### src/rtl/s2p_nibble_rx.sv
// Serial-to-parallel receiver: MSB-first bits on sin/sin_vld assembled into WIDTH-bit words, buffered in a DEPTH-entry FIFO.
// Latency: a word is visible on dout/dout_vld right after the edge that samples its last bit.
// Backpressure: dout_rdy pops the FIFO; receiving never stalls, a word completing into a full FIFO is dropped with an ovf pulse.
module s2p_nibble_rx #(
  parameter int WIDTH   = 4,
  parameter int DEPTH   = 2,
  parameter int TIMEOUT = 8
) (
  input  logic                     clk,
  input  logic                     n_rst,
  input  logic                     sin,
  input  logic                     sin_vld,
  output logic [WIDTH-1:0]         dout,
  output logic                     dout_vld,
  input  logic                     dout_rdy,
  output logic                     busy,
  output logic                     frm_err,
  output logic                     ovf,
  output logic [$clog2(DEPTH):0]   level
);

  localparam int BW = $clog2(WIDTH);
  localparam int GW = $clog2(TIMEOUT + 1);
  localparam int AW = $clog2(DEPTH);
  localparam int LW = AW + 1;
  localparam logic [BW-1:0] BCNT_LAST = BW'(WIDTH - 1);
  localparam logic [GW-1:0] GCNT_LAST = GW'(TIMEOUT - 1);
  localparam logic [LW-1:0] LVL_FULL  = LW'(DEPTH);

  typedef enum logic {IDLE = 1'b0, RECV = 1'b1} state_t;

  state_t            state, state_nx;
  logic [WIDTH-2:0]  shreg, shreg_nx;
  logic [BW-1:0]     bcnt, bcnt_nx;
  logic [GW-1:0]     gcnt, gcnt_nx;
  logic              word_done, abort;
  logic [WIDTH-1:0]  word;

  logic [WIDTH-1:0]  mem [DEPTH];
  logic [AW-1:0]     wp, rp;
  logic              pop, push_ok, drop;

  // Candidate word: held bits plus the bit on the wire this cycle.
  assign word = {shreg, sin};

  // Receive state register.
  always_ff @(posedge clk or posedge n_rst) begin
    if (n_rst) begin
      state <= IDLE;
      shreg <= '0;
      bcnt  <= '0;
      gcnt  <= '0;
    end else begin
      state <= state_nx;
      shreg <= shreg_nx;
      bcnt  <= bcnt_nx;
      gcnt  <= gcnt_nx;
    end
  end

  // Next-state: shift on strobe, count gaps inside a word, abort once the gap reaches TIMEOUT.
  always_comb begin
    state_nx  = state;
    shreg_nx  = shreg;
    bcnt_nx   = bcnt;
    gcnt_nx   = gcnt;
    word_done = 1'b0;
    abort     = 1'b0;
    case (state)
      IDLE: begin
        if (sin_vld) begin
          state_nx = RECV;
          shreg_nx = word[WIDTH-2:0];
          bcnt_nx  = BW'(1);
          gcnt_nx  = '0;
        end
      end
      RECV: begin
        if (sin_vld) begin
          shreg_nx = word[WIDTH-2:0];
          gcnt_nx  = '0;
          if (bcnt == BCNT_LAST) begin
            word_done = 1'b1;
            bcnt_nx   = '0;
            state_nx  = IDLE;
          end else begin
            bcnt_nx = bcnt + BW'(1);
          end
        end else if (gcnt == GCNT_LAST) begin
          // Stale partial word: throw it away so nothing leaks into the next one.
          abort    = 1'b1;
          bcnt_nx  = '0;
          gcnt_nx  = '0;
          shreg_nx = '0;
          state_nx = IDLE;
        end else begin
          gcnt_nx = gcnt + GW'(1);
        end
      end
      default: state_nx = IDLE;
    endcase
  end

  // A full FIFO still accepts a word when the head leaves in the same cycle.
  assign pop     = dout_vld & dout_rdy;
  assign push_ok = word_done & ((level < LVL_FULL) | pop);
  assign drop    = word_done & ~push_ok;

  // FIFO storage, pointers and occupancy.
  always_ff @(posedge clk or posedge n_rst) begin
    if (n_rst) begin
      for (int i = 0; i < DEPTH; i++) mem[i] <= '0;
      wp    <= '0;
      rp    <= '0;
      level <= '0;
    end else begin
      if (push_ok) begin
        mem[wp] <= word;
        wp      <= wp + AW'(1);
      end
      if (pop) rp <= rp + AW'(1);
      case ({push_ok, pop})
        2'b10:   level <= level + LW'(1);
        2'b01:   level <= level - LW'(1);
        default: level <= level;
      endcase
    end
  end

  // Registered one-cycle status pulses.
  always_ff @(posedge clk or posedge n_rst) begin
    if (n_rst) begin
      frm_err <= 1'b0;
      ovf     <= 1'b0;
    end else begin
      frm_err <= abort;
      ovf     <= drop;
    end
  end

  assign dout     = mem[rp];
  assign dout_vld = (level != '0);
  assign busy     = (bcnt != '0);

endmodule

### config.mk
export PLATFORM = sky130hd
export DESIGN_NAME = s2p_nibble_rx
export DESIGN_NICKNAME = d
export VERILOG_FILES = /design/src/rtl/s2p_nibble_rx.sv
export SDC_FILE = /design/constraint.sdc
export NUM_CORES = 1
export LEC_CHECK = 0
export CORE_UTILIZATION = 50
export CTS_CLUSTER_DIAMETER = 40
export DETAILED_ROUTE_END_ITERATION = 7
export GPL_ROUTABILITY_DRIVEN = 0
export MAX_ROUTING_LAYER = met4
export PLACE_DENSITY = 0.79
export SLEW_MARGIN = 30
export SYNTH_ARGS = -nofsm -noshare
export SYNTH_HDL_FRONTEND = slang
export SYNTH_SLANG_ARGS = --single-unit
export TNS_END_PERCENT = 1
### constraint.sdc
create_clock -name clk -period 1.72 [get_ports clk]
set_input_delay 0.258 -clock clk [delete_from_list [all_inputs] [get_ports clk]]
set_output_delay 0.258 -clock clk [all_outputs]
set_load 0.05 [all_outputs]
==> impl_results.md <==
- Status: finished clean
- Delay-heaviest family, CP: flip-flops
- Post-layout nets: 118
- Register area share after synthesis: a little under three fifths
- Yosys Warn Count: 0
- CP Capture Type: output pin
- Routed vias: 741
- Htree depth: 1
- Grt total ovfl: 0
- Worst-path clk slew: 0.13 ns
- DPL Wire Length: 1.372 mm
- Final-report setup violation count: 0
- WP buf/inv: 1
- Die Span Y: 48.71 µm
- Startpoint types: register
- Core area: 0.002002 mm²
- Final std cells w/o fill: 135
- Starting Density: 54.50%
- Top layer in use: met4
- CP Data Required Time: 1.46 ns
- Clock buffer depth: 2
- CTS Sinks: 24
- Num CTS Buffers: 3
- Final WL: 1.860 mm
- Drt drc: 0
- CP max-delay cell: dfrtp_1
- Ratio of cells with drive above 1 in the final layout: 34.26%
- Period Utilization, post-route: 93.38%
- Crit path DAT: 1.35 ns
- Port Buffers: 14
- Vias in the first global route: between 700 and 800
- Post-layout util: 67.00%
- Die Wd: 48.71 µm
- Initial antenna violation count: 0
- Clock latency on the worst-skew pair: 0.31 ns
- Worst hold-check path type: in -> async
- DR pass1 iterations: 4
- Commonest non-fill, non-tap cell in the layout: dfrtp_1
- Worst-path maximum fanout: 5
- Mapped Cells: 87
- Synthesis-stage register bit count: 24
- Maximum vdd drop: 1359 µV
- DRT iter0 DRCs: 10
- Max Cap Viol: 0
- CTS root buffer: clkbuf_4
- Most frequent cells in the layout: dfrtp_1 (22), buf_4 (14), mux2_2 (12), nor2_1 (6)
- Crit-path cells: mux2_2 -> buf_4
- Dpl cells: approximately 130
- Least-Margin Pin Slew: 0.4835 ns
- Antenna diodes: 0
- Setup CP Type: reg -> out
- Post-Syn Area: 0.001091 mm²
- First-pass GRT wire length: 3.401 mm
- Post-synth cell types: 27
- GRT Util Overall: between 10% and 20%
- Syn_area_per_cell: 12.54 µm²
- Crit path time final: about 1.6 ns
- Maximum clock frequency: 622.6 MHz
- Area leader, netlist: dfrtp_1
- Site row count: 16
- RSZ-0062 raised after global routing: no
- Post-synthesis net count: 96
- Synth-to-Final Area Change: 22.94%
- Max-slew violation count: 0
- Max-slew headroom: between 60% and 70%
- Area contributors post-synth: dfrtp_1 (55%), mux2_2 (12%), ha_1 (4.6%)
- Post-DR wirelength/cell: 13.78 µm
- Pwr/cell area: 1936 mW/mm²
- Die area: 0.002373 mm²
- Setup_tns: 0 ns
- Finished Cell Area: 0.001341 mm²
- Yosys top cell area share: 55.05%
- Largest net degree at the start of global routing: 25
- M1 wire length: 856 µm
- Leakage power: between 0.6 and 0.7 nW
- Endpoints failing hold: 0
- Vias/cell: 5.489
- Setup Skew: roughly 0.0072 ns
- Pwr Total: 2.597 mW
- Crit path largest cell delay: 0.49 ns
- CTS tree: built
- Placed cell area: 0.001290 mm²
- DRT antenna net count: 0
- DR WL met3: 61 µm
- WL met2: about 910 µm
- Boundary Pins: 15
-- area by class of cell --
type                    count  area [µm²]
repair buffers             20       173.9
clock inverters             1       30.03
flip-flops and latches     24       603.1
multi-input cells          56       462.9
fillers                   154       660.6
clock buffers               3       22.52
well taps                  27       33.78
inverters                   4       15.01
-- per-stage QoR --
step           hold WS (ns)  setup WS, ns
3_5_place_dp         0.4880      -0.08659
2_1_floorplan        0.2725      0.003744
5_1_grt              0.3225       0.02141
6_report             0.2769        0.1138
3_3_place_gp         0.4778      -0.08993
4_1_cts              0.2796       0.09852
-- state kept, by name (all words and copies together) (netlist names) --
signal   flops
mem          8
gcnt         4
shreg        3
bcnt         2
level        2
frm_err      1
ovf          1
rp           1
state        1
wp           1
-- tightest hold or removal path: cells and delay by family --
family | cells | cell delay [ns]
buffers and inverters | 3 | 0.72
-- final timing paths --
path | startpoint | endpoint | slack [ns] | depth (start not counted)
hold reg to reg | level[1] | level[1] | 0.51 | 1
hold / removal | n_rst | mem[1] | 0.28 | 3
setup / recovery | rp | dout[3] | 0.11 | 2
setup reg to reg | level[0] | level[1] | 0.19 | 5
min in group clk | level[1] | level[1] | 0.51 | 1
max in group asynchronous | n_rst | level[0] | 1.20 | 3
-- routing by layer --
layer | vias to the layer above | track usage (%)
li1 | 353 | -
met1 | 359 | 24.06
met2 | 22 | 31.48
met3 | 7 | 3.459
met4 | 0 | 5.882
met5 | - | -
-- power breakdown --
group	internal, mW	switching (mW)
clock	0.235	0.161
sequential	0.774	0.175
combinational	0.540	0.712
total	1.55	1.05
-- what timing repair did --
| item | CTS | global route |
|---|---|---|
| resized for setup | 1 | 0 |
| setup buffers | 0 | 0 |
| hold buffers | 0 | 0 |
| endpoints found under the setup margin | 1 | 0 |
-- cell usage after synthesis, drive strengths merged --
cell type  count
dfrtp         24
mux2          12
nor2           8
ha             4
inv            4
a22o           3
a31oi          3
buf            3
xnor2          3
xor2           3
a21oi          2
a32o           2
nand2          2
nand4          2
nand4b         2
and2           1
and2b          1
and4           1
mux2i          1
nand2b         1
nand3b         1
nor2b          1
nor3b          1
or2            1
or3            1
-- kinds of logic after synthesis --
kind of cell	count (synthesis)	share of synthesized area, %
XOR/XNOR	6	4.817
adder cells (fa/ha/maj)	4	4.587
AND/OR/NAND/NOR	23	12.39
buffers and inverters	7	2.982
AO/OA/AOI/OAI	10	6.881
multiplexers	13	13.30
flip-flops	24	55.05
Note: power is estimated with default switching activity, not from simulation.
